## config.mk

```make
export PLATFORM = sky130hd
export DESIGN_NAME = sw_ctrl
export DESIGN_NICKNAME = d
export VERILOG_FILES = /design/src/rtl/sw_pkg.sv /design/src/rtl/sw_max_track.sv /design/src/rtl/sw_ctrl.sv
export SDC_FILE = /design/constraint.sdc
export NUM_CORES = 1
export LEC_CHECK = 0
export ABC_AREA = 1
export CAP_MARGIN = 40
export CORE_ASPECT_RATIO = 0.7
export CORE_MARGIN = 2
export CORE_UTILIZATION = 45
export DETAILED_ROUTE_END_ITERATION = 10
export GPL_TIMING_DRIVEN = 0
export PLACE_DENSITY = 0.6
export SYNTH_ARGS = -nofsm -noshare
export SYNTH_HDL_FRONTEND = slang
export SYNTH_SLANG_ARGS = --single-unit
```

## constraint.sdc

```tcl
create_clock -name clk -period 4.2 [get_ports clk]
set_clock_uncertainty 0.2 [all_clocks]
set_input_delay 0.63 -clock clk [delete_from_list [all_inputs] [get_ports clk]]
set_output_delay 0.63 -clock clk [all_outputs]
set_load 0.02 [all_outputs]
```

## src/rtl/sw_pkg.sv

```systemverilog
// sw_pkg: shared types and derived constants for the Smith-Waterman
// sequencing controller (sw_ctrl) and its max tracker (sw_max_track).
//   - sw_state_e : controller FSM states
//   - sw_base_e  : 2-bit nucleotide encoding
//   - helpers    : pass count, stream length, index/counter widths
package sw_pkg;

  typedef enum logic [2:0] {
    S_IDLE,
    S_LOAD,
    S_PASS_INIT,
    S_STREAM,
    S_WAIT_RES,
    S_DONE
  } sw_state_e;

  typedef enum logic [1:0] {
    BASE_A = 2'd0,
    BASE_C = 2'd1,
    BASE_G = 2'd2,
    BASE_T = 2'd3
  } sw_base_e;

  // Number of row bands needed to cover the query.
  function automatic int pass_num(input int qry_len, input int pe_num);
    return qry_len / pe_num;
  endfunction

  // Streaming cycles per pass: reference bases plus wavefront drain.
  function automatic int stream_len(input int ref_len, input int pe_num);
    return ref_len + pe_num - 1;
  endfunction

  // Bits needed to index 0..n-1 (at least one bit).
  function automatic int idx_width(input int n);
    return (n <= 2) ? 1 : $clog2(n);
  endfunction

  localparam int REF_LEN_DEF    = 64;
  localparam int QRY_LEN_DEF    = 32;
  localparam int PE_NUM_DEF     = 8;
  localparam int PASS_NUM_DEF   = pass_num(QRY_LEN_DEF, PE_NUM_DEF);
  localparam int STREAM_LEN_DEF = stream_len(REF_LEN_DEF, PE_NUM_DEF);

endpackage

```

## src/rtl/sw_max_track.sv

```systemverilog
// sw_max_track: global best-score tracker for sw_ctrl.
//   clk, reset     : clock, asynchronous active-high reset
//   start_i        : clears score/positions at the start of a job
//   take_i         : a pass result is presented this cycle
//   res_max_i      : best score of the pass
//   res_col_i      : 0-based column of that score
//   res_row_i      : 0-based row within the band
//   pass_i         : index of the current pass (band)
//   max_o          : global best score
//   pos_ref_o      : 1-based reference position of best (0 if none)
//   pos_query_o    : 1-based query position of best (0 if none)
// Only a strictly greater score replaces the stored one, so earlier bands
// win ties and an all-zero job leaves the positions at 0.
module sw_max_track #(
  parameter int WIDTH_SCORE     = 8,
  parameter int WIDTH_POS_REF   = 7,
  parameter int WIDTH_POS_QUERY = 6,
  parameter int PE_NUM          = 8,
  parameter int PASS_W          = 2,
  parameter int ROW_W           = 3
) (
  input  logic                       clk,
  input  logic                       reset,
  input  logic                       start_i,
  input  logic                       take_i,
  input  logic [WIDTH_SCORE-1:0]     res_max_i,
  input  logic [WIDTH_POS_REF-1:0]   res_col_i,
  input  logic [ROW_W-1:0]           res_row_i,
  input  logic [PASS_W-1:0]          pass_i,
  output logic [WIDTH_SCORE-1:0]     max_o,
  output logic [WIDTH_POS_REF-1:0]   pos_ref_o,
  output logic [WIDTH_POS_QUERY-1:0] pos_query_o
);

  logic [WIDTH_SCORE-1:0]     max_q, max_d;
  logic [WIDTH_POS_REF-1:0]   pref_q, pref_d;
  logic [WIDTH_POS_QUERY-1:0] pqry_q, pqry_d;

  always_comb begin
    max_d  = max_q;
    pref_d = pref_q;
    pqry_d = pqry_q;
    if (start_i) begin
      max_d  = '0;
      pref_d = '0;
      pqry_d = '0;
    end else if (take_i && (res_max_i > max_q)) begin
      max_d  = res_max_i;
      pref_d = res_col_i + WIDTH_POS_REF'(1);
      pqry_d = WIDTH_POS_QUERY'(pass_i) * WIDTH_POS_QUERY'(PE_NUM)
             + WIDTH_POS_QUERY'(res_row_i) + WIDTH_POS_QUERY'(1);
    end
  end

  always_ff @(posedge clk or posedge reset) begin
    if (reset) begin
      max_q  <= '0;
      pref_q <= '0;
      pqry_q <= '0;
    end else begin
      max_q  <= max_d;
      pref_q <= pref_d;
      pqry_q <= pqry_d;
    end
  end

  assign max_o       = max_q;
  assign pos_ref_o   = pref_q;
  assign pos_query_o = pqry_q;

endmodule

```

## src/rtl/sw_ctrl.sv

```systemverilog
// sw_ctrl: sequencing controller for the Smith-Waterman accelerator.
// Captures the serial reference/query streams, then drives the PE array
// through QRY_LEN/PE_NUM row-band passes, streaming the reference once per
// pass, and reports the global best score and its 1-based position.
//   clk, reset          : clock, asynchronous active-high reset
//   valid, data_ref,
//   data_query          : input base stream
//   arr_load, arr_query : band load pulse and the band's query bases
//   arr_first           : high for the whole first pass
//   arr_ref_valid,
//   arr_ref             : reference stream into PE 0
//   arr_res_*           : per-pass result from the array
//   finish, max,
//   pos_ref, pos_query  : job completion and global result
// All outputs are registers or decodes of registers.
module sw_ctrl
  import sw_pkg::*;
#(
  parameter int WIDTH_SCORE     = 8,
  parameter int WIDTH_POS_REF   = 7,
  parameter int WIDTH_POS_QUERY = 6,
  parameter int REF_LEN         = 64,
  parameter int QRY_LEN         = 32,
  parameter int PE_NUM          = 8
) (
  input  logic                       clk,
  input  logic                       reset,
  input  logic                       valid,
  input  logic [1:0]                 data_ref,
  input  logic [1:0]                 data_query,
  output logic                       arr_load,
  output logic [2*PE_NUM-1:0]        arr_query,
  output logic                       arr_first,
  output logic                       arr_ref_valid,
  output logic [1:0]                 arr_ref,
  input  logic                       arr_res_valid,
  input  logic [WIDTH_SCORE-1:0]     arr_res_max,
  input  logic [WIDTH_POS_REF-1:0]   arr_res_col,
  input  logic [$clog2(PE_NUM)-1:0]  arr_res_row,
  output logic                       finish,
  output logic [WIDTH_SCORE-1:0]     max,
  output logic [WIDTH_POS_REF-1:0]   pos_ref,
  output logic [WIDTH_POS_QUERY-1:0] pos_query
);

  localparam int PASS_NUM   = pass_num(QRY_LEN, PE_NUM);
  localparam int STREAM_LEN = stream_len(REF_LEN, PE_NUM);
  localparam int CNT_W      = idx_width((STREAM_LEN > QRY_LEN) ? STREAM_LEN : QRY_LEN);
  localparam int PASS_W     = idx_width(PASS_NUM);
  localparam int RIDX_W     = idx_width(REF_LEN);
  localparam int QIDX_W     = idx_width(QRY_LEN);

  sw_state_e         state_q, state_d;
  logic [CNT_W-1:0]  cnt_q, cnt_d;
  logic [PASS_W-1:0] pass_q, pass_d;
  logic [CNT_W-1:0]  wr_idx;
  logic              ref_we, qry_we, start, res_take;

  logic [1:0] rbuf_q [REF_LEN];
  logic [1:0] qbuf_q [QRY_LEN];

  // cnt is the store index during IDLE/LOAD and the stream cycle in STREAM.
  always_comb begin
    state_d  = state_q;
    cnt_d    = cnt_q;
    pass_d   = pass_q;
    wr_idx   = cnt_q;
    ref_we   = 1'b0;
    qry_we   = 1'b0;
    start    = 1'b0;
    res_take = 1'b0;
    unique case (state_q)
      S_IDLE: begin
        if (valid) begin
          ref_we  = 1'b1;
          qry_we  = 1'b1;
          wr_idx  = '0;
          start   = 1'b1;
          cnt_d   = CNT_W'(1);
          pass_d  = '0;
          state_d = (REF_LEN == 1) ? S_PASS_INIT : S_LOAD;
        end
      end
      S_LOAD: begin
        if (valid) begin
          ref_we = 1'b1;
          qry_we = (int'(cnt_q) < QRY_LEN);
          if (int'(cnt_q) == REF_LEN - 1) begin
            cnt_d   = '0;
            state_d = S_PASS_INIT;
          end else begin
            cnt_d = cnt_q + CNT_W'(1);
          end
        end
      end
      S_PASS_INIT: begin
        cnt_d   = '0;
        state_d = S_STREAM;
      end
      S_STREAM: begin
        if (int'(cnt_q) == STREAM_LEN - 1) begin
          cnt_d   = '0;
          state_d = S_WAIT_RES;
        end else begin
          cnt_d = cnt_q + CNT_W'(1);
        end
      end
      S_WAIT_RES: begin
        if (arr_res_valid) begin
          res_take = 1'b1;
          if (int'(pass_q) == PASS_NUM - 1) begin
            state_d = S_DONE;
          end else begin
            pass_d  = pass_q + PASS_W'(1);
            state_d = S_PASS_INIT;
          end
        end
      end
      S_DONE: begin
        pass_d  = '0;
        state_d = S_IDLE;
      end
      default: state_d = S_IDLE;
    endcase
  end

  always_ff @(posedge clk or posedge reset) begin
    if (reset) begin
      state_q <= S_IDLE;
      cnt_q   <= '0;
      pass_q  <= '0;
    end else begin
      state_q <= state_d;
      cnt_q   <= cnt_d;
      pass_q  <= pass_d;
    end
  end

  always_ff @(posedge clk) begin
    if (ref_we) rbuf_q[wr_idx[RIDX_W-1:0]] <= data_ref;
    if (qry_we) qbuf_q[wr_idx[QIDX_W-1:0]] <= data_query;
  end

  assign arr_load      = (state_q == S_PASS_INIT);
  assign finish        = (state_q == S_DONE);
  assign arr_first     = (pass_q == '0) &&
                         ((state_q == S_PASS_INIT) || (state_q == S_STREAM) ||
                          (state_q == S_WAIT_RES));
  assign arr_ref_valid = (state_q == S_STREAM) && (int'(cnt_q) < REF_LEN);
  assign arr_ref       = arr_ref_valid ? rbuf_q[cnt_q[RIDX_W-1:0]] : '0;

  // Band query is only driven while arr_load is high; it reads zero otherwise
  // so the unreset buffer never leaks onto the port.
  always_comb begin
    arr_query = '0;
    if (state_q == S_PASS_INIT) begin
      for (int unsigned i = 0; i < PE_NUM; i++) begin
        arr_query[2*i +: 2] = qbuf_q[QIDX_W'(int'(pass_q) * PE_NUM + int'(i))];
      end
    end
  end

  sw_max_track #(
    .WIDTH_SCORE    (WIDTH_SCORE),
    .WIDTH_POS_REF  (WIDTH_POS_REF),
    .WIDTH_POS_QUERY(WIDTH_POS_QUERY),
    .PE_NUM         (PE_NUM),
    .PASS_W         (PASS_W),
    .ROW_W          ($clog2(PE_NUM))
  ) u_max_track (
    .clk        (clk),
    .reset      (reset),
    .start_i    (start),
    .take_i     (res_take),
    .res_max_i  (arr_res_max),
    .res_col_i  (arr_res_col),
    .res_row_i  (arr_res_row),
    .pass_i     (pass_q),
    .max_o      (max),
    .pos_ref_o  (pos_ref),
    .pos_query_o(pos_query)
  );

endmodule

```

======== Word level (Yosys, flattened, before mapping) ========
Memory sizes are Yosys's and may differ from the RTL's.
Cells that the tools add are included.
Widths: inputs -> output; s select.
storage, ports and cells
  flip-flop bits (word level) ............. 33
  bits in latches ......................... 0
  RAM bits ................................ 192
  ROM bits ................................ 0
  input port bits ......................... 26
  output and inout bits ................... 43
  word-level logic and storage cells ...... 88
  memories kept ........................... 2
memory list
  name    words  width  read ports  clocked after memory_dff  wr ports  RTL line       text
  rbuf_q  64     2      1           0                         1         sw_ctrl.sv:59  logic [1:0] rbuf_q [REF_LEN];
  qbuf_q  32     2      8           0                         1         sw_ctrl.sv:60  logic [1:0] qbuf_q [QRY_LEN];
cells by class
  add/sub/neg operators ................... 12
  multipliers ............................. 0
  div/mod/pow operators ................... 0
  $lt $le $gt $ge ......................... 3
  eq/ne operators ......................... 14
  shift operators ......................... 0
  mux-type cells .......................... 37
  bitwise operators ....................... 0
  reductions and logical operators ........ 14
operator list
  kind                 count
  $mux 7               6
  $pmux 7 s4           1
  $mux 6               4
  $add 5x3->5 const B  4
  $mux 3               6
  $mux 16              1
  $mux 8               2
  $pmux 3 s5           1
  $add 7x1->7 const B  2
  $eq 7x7->1 const B   2
  $ne 2x2->1 const B   6
  $add 5x2->5 const B  2
  $mux 1               10
  $gt 8x8->1           1
  $mux 2               4
  $lt 7x6->1 const B   1
  $lt 7x7->1 const B   1
  $add 5x3->6          1
  $add 6x1->6 const B  1
  $eq 3x2->1 const B   2
  $eq 3x3->1 const B   2
  $pmux 2 s3           1
  $add 5x1->5 const B  1
  $reduce_and 5->1     1
  14 further kinds     17

======== Depth between registers and ports, before layout ========
Gate-level depths: netlist of run 1.
  depth after elaboration ................. 5
  gate-level depth with buffers ........... 13

======== Hierarchy ========
A second synthesis of run 1 with hierarchy kept.
unflattened totals
  cells, all modules ...................... 1,161
  area total of the unflattened synthesis .. 10,782.8 um^2
by module, submodules not included
  module        instances  cells an instance  area an instance (um^2)
  sw_ctrl       1          989                9,356.5
  sw_max_track  1          172                1,426.4

======== Least setup slack after synthesis of run 1 ========
OpenSTA, ideal clock, no wires.
  path type ............................... reg2out
  start point ............................. register state_q[2]
  end point ............................... output port arr_query[10]
  arrival time ............................ 1,677 ps
  slack ................................... 1,693 ps
  cell stages (with the launch flop) ...... 7
  path buffers ............................ 1
  cells stage by stage .................... dfrtp_1 -> inv_2 -> nand2_1 -> nor2_1 -> inv_1 -> clkbuf_1 -> a21oi_1
between the ends
  cells in the longest elaborated chain, start to end .. 2
RTL lines
  item                    RTL line        text
  from (decl)             sw_ctrl.sv:53   sw_state_e state_q, state_d;
  from (signal assigned)  sw_ctrl.sv:133  state_q <= state_d;
  $eq 3x2->1              n/a
  named net arr_load      sw_ctrl.sv:31   output logic arr_load,
  $mux 16                 sw_ctrl.sv:156  if (state_q == S_PASS_INIT) begin
  to (decl)               sw_ctrl.sv:32   output logic [2*PE_NUM-1:0] arr_query,
The timed path passes the listed nets, and every way through them passes these cells.

======== Worst setup path in the final report of run 1 ========
  start point ............................. register cnt_q[2]
  end point ............................... output port arr_ref[1]
between the ends
  cells in the longest elaborated chain, start to end .. 3
  elaborated cells between the ends (all ways) .. 4
  those cells by class .................... order compare (1); mux (1); reduce/logical (1); memory (1)
RTL lines
  item                                                                  RTL line        text
  from (decl)                                                           sw_ctrl.sv:54   logic [CNT_W-1:0] cnt_q, cnt_d;
  from (signal assigned)                                                sw_ctrl.sv:134  cnt_q <= cnt_d;
  parallel branches: the longest is 2 deep, another holds $mem_v2 64x2  n/a
  $mux 2 (*)                                                            sw_ctrl.sv:150  assign arr_ref = arr_ref_valid ? rbuf_q[cnt_q[RIDX_W-1:0]] : '0;
  to (decl)                                                             sw_ctrl.sv:35   output logic [1:0] arr_ref,
Mark *: on every way between the ends.

==> run summary, run 1 <==
Setup Fix Bufs, Post-CTS: 0
Worst reg-to-reg setup slack: 1.52 ns
Die Wd: 185 um
Crit path max-delay cell type: clkdlybuf4s50_1
WL final: 27300 um
Syn-to-layout area delta: 18.0%
Seq/Total Area, Yosys: 63.8%
Crit-path most repeated cell: nand3_1
CP top delay family: buffers and inverters
M1 GR Usage: 35.7%
Pre-CTS worst setup slack: 0.738 ns
Antenna Nets Post-Route: 0
Largest net degree at the start of global routing: 49
Global-route wire length before repair: 41300 um
Clk_lat worst skew: 0.52 ns
GRT Util Overall: 22.8%
Sink Count: 225
Critical Path Source: cnt_q[2]
Part of the cycle the worst path needs: 96.0%
Total global routing overflow: 0
First-pass DRT Iterations: 5
I/O pin count: 69
Worst Setup Start Kind: flop
Synth Cell Area: 10300 sq um
Reg2reg start: cnt_q[1]
Peak supply drop: 292 uV
Buf/Inv on CP: 3
Fillers: 2058
Status: finished clean
Hold-fix buffers, CTS: 0
Residual DRC: 0
Post-layout nets: 1174
Clock Root Buffer: clkbuf_16
Reg-to-Reg End: rbuf_q[51][1]
Post-Layout Inst Area: 12200 sq um
Core ar.: 22600 sq um
Placed inst area: 11500 sq um
Cell variety after synth: 42
Final Hold Vio Count: 0
Total negative slack: 0 ns
Slew margin rel.: 50.2%
Synth Net Count: 1075
Cts repair resizes: 0
RSZ-0062 raised after global routing: no
Worst hold path type: in2async
CTS Buffer Depth: 3
Final setup fails: 0
Slew Viols, Final: 0
Mapped Cells: 1035
Site Rows: 46
CTS tree: yes
Antenna fix cells: 0
CP required: 3.37 ns
Clock slew at reported path FFs: 0.06 ns
CP cell instances: inv_2 -> buf_1 -> nand3_1 -> nand2_1 -> nand2_1 -> nand3_1 -> nand3_1 -> a21oi_1 -> clkdlybuf4s50_1
Tmin final: 4.03 ns
Worst Slack Setup Final: 0.167 ns
WL/cell: 18.6 um
Worst path arrival time: 3.20 ns
Critical path endpoint category: primary output
CP Max Fanout: 10
Drt first-iter violations: 764
Height of the die: 131 um
PD cells: 602 nW/um^2
Initial core utilization: 45.7%
GRT busiest layer: met1
Synth Register Bits: 225
I/O Buffers: 68
Finished Layout Cells: 1463
Vias in the first global route: 7116
Drt via density: 5.30
GRT met2 Usage: 32.3%
CP max stage delay: 0.64 ns
Die area: 24200 sq um
CTS Buf Count: 23
Critical path class: reg2out
Proportion of layout cells with a drive suffix above 1: 7.65%
Initial antenna violation count: 0
Register-to-Register Path Depth: 8
Placed cells: 1421
Via Count: 7756
GP Congestion: 0.885
H-tree depth: 1
Final HPWL DP: 18800 um
Warning count from the yosys run: 0
FMAX: 248 MHz
Syn Area/Cell: 9.99 sq um
Slew at the pin with the worst max-slew slack: 0.740 ns
Total power: 0.00734 W
Leakage Power: 4.55 nW
GRT met3 Usage: 4.82%
Max-Cap Viols: 0
-- per-layer routing --
| metal | vias up | share of wire [%] |
|---|---|---|
| li1 | 3705 | - |
| met1 | 3680 | 48 |
| met2 | 329 | 41 |
| met3 | 42 | 9.7 |
| met4 | 0 | 1.9 |
| met5 | - | 0 |
-- Yosys cell counts (all sizes together) --
master,number,area (sq um)
a21boi,2,15.0
inv,68,263
ha,14,175
edfxtp,192,5770
nor2,198,795
o22ai,1,6.26
a211oi,1,7.51
nand3b,1,7.51
clkinv,2,7.51
o21ai,57,289
and3b,1,8.76
nand3,145,726
nor4,1,6.26
dfrtp,33,826
xor2,7,61.3
o32ai,1,8.76
nand4,4,25.0
o21a,1,7.51
a311oi,1,8.76
nand2,224,868
buf,31,183
a31oi,1,6.26
nor3,6,57.6
a21oi,25,125
a22oi,1,7.51
xnor2,3,26.3
clkbuf,14,52.6
-- report_power, final --
| part | switching, W | total (W) | internal (W) |
|---|---|---|---|
| logic | 0.00188 | 0.00275 | 0.000868 |
| registers | 0.0000898 | 0.00266 | 0.00257 |
| clock network | 0.000832 | 0.00193 | 0.00110 |
-- how the worst max path moves through the flow --
| stage | endpoint | slack (ns) | cells after the start |
|---|---|---|---|
| 2_1_floorplan | arr_query[10] | 1.69 | 6 |
| 3_3_place_gp | arr_ref[0] | 0.74 | 9 |
| 3_5_place_dp | arr_ref[0] | 0.74 | 9 |
| 4_1_cts | arr_ref[0] | 0.19 | 9 |
| 5_1_grt | arr_ref[0] | 0.06 | 9 |
| 6_report | arr_ref[1] | 0.17 | 9 |
-- cells in the final DEF, fill, tap and decap left out, drive strengths merged, types with 2 or more instances in the layout --
cell           instances
a21boi                 2
a21oi                 25
buf                   39
clkbuf                50
clkdlybuf4s50         66
clkinv                 6
dfrtp                 33
edfxtp               192
ha                    14
inv                   69
nand2                224
nand3                145
nand4                  4
nor2                 198
nor3                   6
o21ai                 57
xnor2                  3
xor2                   7
-- kinds of logic after synthesis --
kind of cell / share of synthesized area [%]
adders and majority gates: 1.69
and+or+nand+nor: 24.1
DFF: 63.8
xor gates and xnor gates: 0.848
AOI/OAI and AO/OA: 4.66
buffers and inverters: 4.89
-- sequential cells by signal, indices dropped and copies added, names as in the netlist --
register,cells
qbuf_q,64
u_max_track.pos_ref_o,7
u_max_track.max_o,8
rbuf_q,128
pass_q,2
cnt_q,7
u_max_track.pos_query_o,6
state_q,3
-- cell type report --
class,instances,area (sq um),area share [%]
plain buffers,45,235,1.93
repair buffers,74,776,6.36
multi-input cells,695,3240,26.6
clock buffers,36,634,5.20
clock inverters,6,56.3,0.462
flip-flops and latches,225,6590,54.1
inverters,70,270,2.22
well taps,312,390,3.20
-- stage by stage --
step           hold slack [ns]  util (%)
2_1_floorplan            0.361         -
3_3_place_gp             0.287      50.4
3_5_place_dp             0.303      50.8
4_1_cts                  0.317      53.9
5_1_grt                  0.334      53.9
6_report                 0.303      53.9
Power figures use the tool's default switching activity.
==> run 2, diff against run 1 <==
--- a/config.mk
+++ b/config.mk
@@ -12,7 +12,8 @@
 export CORE_UTILIZATION = 45
 export DETAILED_ROUTE_END_ITERATION = 10
 export GPL_TIMING_DRIVEN = 0
-export PLACE_DENSITY = 0.6
+export PLACE_DENSITY = 0.59
 export SYNTH_ARGS = -nofsm -noshare
 export SYNTH_HDL_FRONTEND = slang
+export SYNTH_HIERARCHICAL = 1
 export SYNTH_SLANG_ARGS = --single-unit
==> run 2 against run 1 <==
Global-route usage decreased by 1.0 points. Via count rose by 4.0%. Die area up 4.2%. First-iteration DRC count shrank 4.5%. Non-clock buffer count is 1 lower. Design area rose by 4.3%. Combinational power is 12% lower. Count of clock-buffer cells in the layout down 4. Largest power group is now sequential cells.
==> run summary, run 2 <==
Post-layout util: 53.9% (about the same)
WL/cell: 17.0 um (-8.9%)
Synth Register Bits: 225 (unchanged)
Async S/R FF share, synth: 14.7% (unchanged)
Seq/Total Area, Yosys: 61.1% (-2.6 points)
Drt via density: 5.05 (-4.7%)
Critical Path Source: cnt_q[0]
Internal: 0.00455 W (+0.21%)
Syn-to-layout area delta: 17.9% (about the same)
Critical path class: reg2out
Peak supply drop: 334 uV (+14%)
Clk_lat worst skew: 0.53 ns (about the same)
Die Wd: 189 um (+2.1%)
Synth Net Count: 1201 (+12%)
Status: finished clean
First-pass DRT Iterations: 5 (unchanged)
H-tree depth: 1 (unchanged)
Worst Setup EP: arr_ref[1]
Initial core utilization: 45.7% (about the same)
Warning count from the yosys run: 6 (+6)
Clock share of power: 28.6% (+2.3 points)
Residual DRC: 0 (unchanged)
Post-layout nets: 1300 (+11%)
CP required: 3.37 ns (about the same)
Mapped Cells: 1161 (+12%)
Comb power frac: 34.0% (-3.4 points)
Drt first-iter violations: 730 (-4.5%)
Initial antenna violation count: 0 (unchanged)
Area of the multi-input gates: 3400 sq um (+4.9%)
Slew Viols, Final: 0 (unchanged)
Most common cell after layout, fill and taps aside: nand2_1
Via Count: 8065 (+4.0%)
Register area: 6590 sq um (unchanged)
Slew at the pin with the worst max-slew slack: 0.892 ns (+0.153 ns)
Reg-to-Reg End: rbuf_q[49][1]
Total global routing overflow: 0 (unchanged)
Vias in the first global route: 7507 (+5.5%)
Cells taking the most area after synthesis: edfxtp_1 (53%), nand2_1 (10%), dfrtp_1 (7.7%), nor2_1 (7.2%), inv_1 (4.8%)
Leakage Power: 5.26 nW (+16%)
Synth top area share: 53.5% (-2.3 points)
P_sw: 0.00259 W (-7.6%)
Syn Area/Cell: 9.29 sq um (-7.0%)
Part of the cycle the worst path needs: 95.2% (-0.79 points)
Tmin final: 4.00 ns (-0.0332 ns)
Slew margin rel.: 40.5% (-9.7 points)
Flop pwr share: 37.4% (+1.1 points)
Critical path endpoint category: primary output
Height of the die: 134 um (+2.1%)
Commonest cells after routing, fill and taps aside: nand2_1 (297), nor2_1 (208), edfxtp_1 (192), inv_1 (139), nand3_1 (77)
Antenna fix cells: 0 (unchanged)
Clock Root Buffer: clkbuf_16
Antenna Nets Post-Route: 0 (unchanged)
Cts repair resizes: 0 (unchanged)
Total negative slack: 0 ns (unchanged)
GRT Util Overall: 21.8% (-1.0 points)
Die area: 25200 sq um (+4.2%)
Final Hold Vio Count: 0 (unchanged)
Sink Count: 225 (unchanged)
RSZ-0062 raised after global routing: no
Core ar.: 23600 sq um (+4.3%)
Worst Setup Start Kind: flop
Fillers: 2191 (+6.5%)
I/O pin count: 69 (unchanged)
Max-Cap Viols: 0 (unchanged)
Setup Fix Bufs, Post-CTS: 0 (unchanged)
PD cells: 561 nW/um^2 (-6.7%)
EDFF count, synth: 192 (unchanged)
CTS tree: yes
CP Max Fanout: 10 (unchanged)
I/O Buffers: 68 (unchanged)
CTS Buf Count: 24 (+4.3%)
Top_reg_cell synth: edfxtp_1
Worst hold path type: in2async
WL final: 27100 um (-0.57%)
Register-to-Register Path Depth: 7 (-1)
Reg2reg start: cnt_q[1]
Cell variety after synth: 35 (-17%)
Worst reg-to-reg setup slack: 1.37 ns (-0.15 ns)
Final HPWL DP: 18600 um (-1.0%)
Largest net degree at the start of global routing: 47 (-4.1%)
Synth Cell Area: 10800 sq um (+4.3%)
Post-synth top area cell: edfxtp_1
Synth cell count leaders: nand2_1 (297), nor2_1 (208), edfxtp_1 (192)
Site Rows: 47 (+2.2%)
Final setup fails: 0 (unchanged)
Most frequent cell after synthesis: nand2_1
Switching power share of the total: 36.3% (-1.9 points)
Proportion of layout cells with a drive suffix above 1: 7.90% (+0.26 points)
Hold-fix buffers, CTS: 0 (unchanged)
Clock slew at reported path FFs: 0.06 ns (about the same)
FMAX: 250 MHz (+0.83%)
Worst path arrival time: 3.17 ns (-0.03 ns)
Max FFs per register: 128 (unchanged)
GP Congestion: 0.844 (-4.7%)
Global-route wire length before repair: 42000 um (+1.7%)
CTS Buffer Depth: 3 (unchanged)
[run 2: how the worst min path moves through the flow]
stage,start,endpoint,slack [ns],cells after the start
finish,reset,cnt_q[6],0.27,2
global route,reset,u_max_track/pos_query_o[1],0.32,2
CTS,reset,cnt_q[6],0.28,2
detailed placement,u_max_track/pos_ref_o[3],u_max_track/pos_ref_o[3],0.29,2
global placement,u_max_track/pos_ref_o[3],u_max_track/pos_ref_o[3],0.28,2
floorplan,reset,cnt_q[0],0.29,1
[run 2: cell families (layout without fill, tap and decap cells)]
logic type | count (synthesis) | in the layout | share of synthesized area (%)
simple gates | 636 | 636 | 25.2
flops | 225 | 225 | 61.1
buf+inv | 195 | 312 | 7.38
compound gates | 83 | 83 | 4.06
fa+ha+maj | 14 | 14 | 1.62
xor+xnor | 8 | 8 | 0.650
[run 2: power groups by stage]
stage,sequential (W),combinational [W],clock [W]
after floorplan,0.00279,0.00144,0
after global placement,0.00272,0.00237,0
after detailed placement,0.00271,0.00241,0
after CTS,0.00267,0.00242,0.00208
after global routing,0.00269,0.00269,0.00217
final,0.00267,0.00242,0.00204
[run 2: per-stage QoR]
stage / hold slack (ns) / cells / area [sq um] / total power (W) / worst slack (ns)
2_1_floorplan: 0.295 / 1161 / 10800 / 0.00423 / 1.63
3_3_place_gp: 0.283 / 1547 / 11900 / 0.00509 / 0.689
3_5_place_dp: 0.289 / 1552 / 12000 / 0.00512 / 0.770
4_1_cts: 0.281 / 1596 / 12700 / 0.00717 / 0.202
5_1_grt: 0.322 / 1596 / 12700 / 0.00754 / 0.00111
6_report: 0.274 / 1596 / 12700 / 0.00714 / 0.200
[run 2: layer usage]
layer  track usage, %  up-vias  share of wire [%]
li1                 -     3976                  -
met1             34.6     3835                 50
met2             31.6      223                 42
met3             3.40       31                6.6
met4             4.34        0                1.6
met5                0        -                  0
[run 2: final cells by class]
class	count	share of cell area [%]
timing repair buffer	73	6.14
clock inverter	12	0.945
sequential	225	51.9
buffer	45	1.83
clock buffer	32	4.96
inverter	150	4.43
tap	318	3.13
multi-input combinational	741	26.7
[run 2: worst max-delay path, stage by stage (launching register included)]
cell and delay (ns):
dfrtp_1 0.37, buf_4 0.20, clkbuf_1 0.51, o21ai_0 0.20, o21ai_0 0.21, nand2_1 0.07, nand4_1 0.10, nand2_1 0.08
nand2_1 0.08, nor2_1 0.04, nor2_1 0.15, clkdlybuf4s50_1 0.64
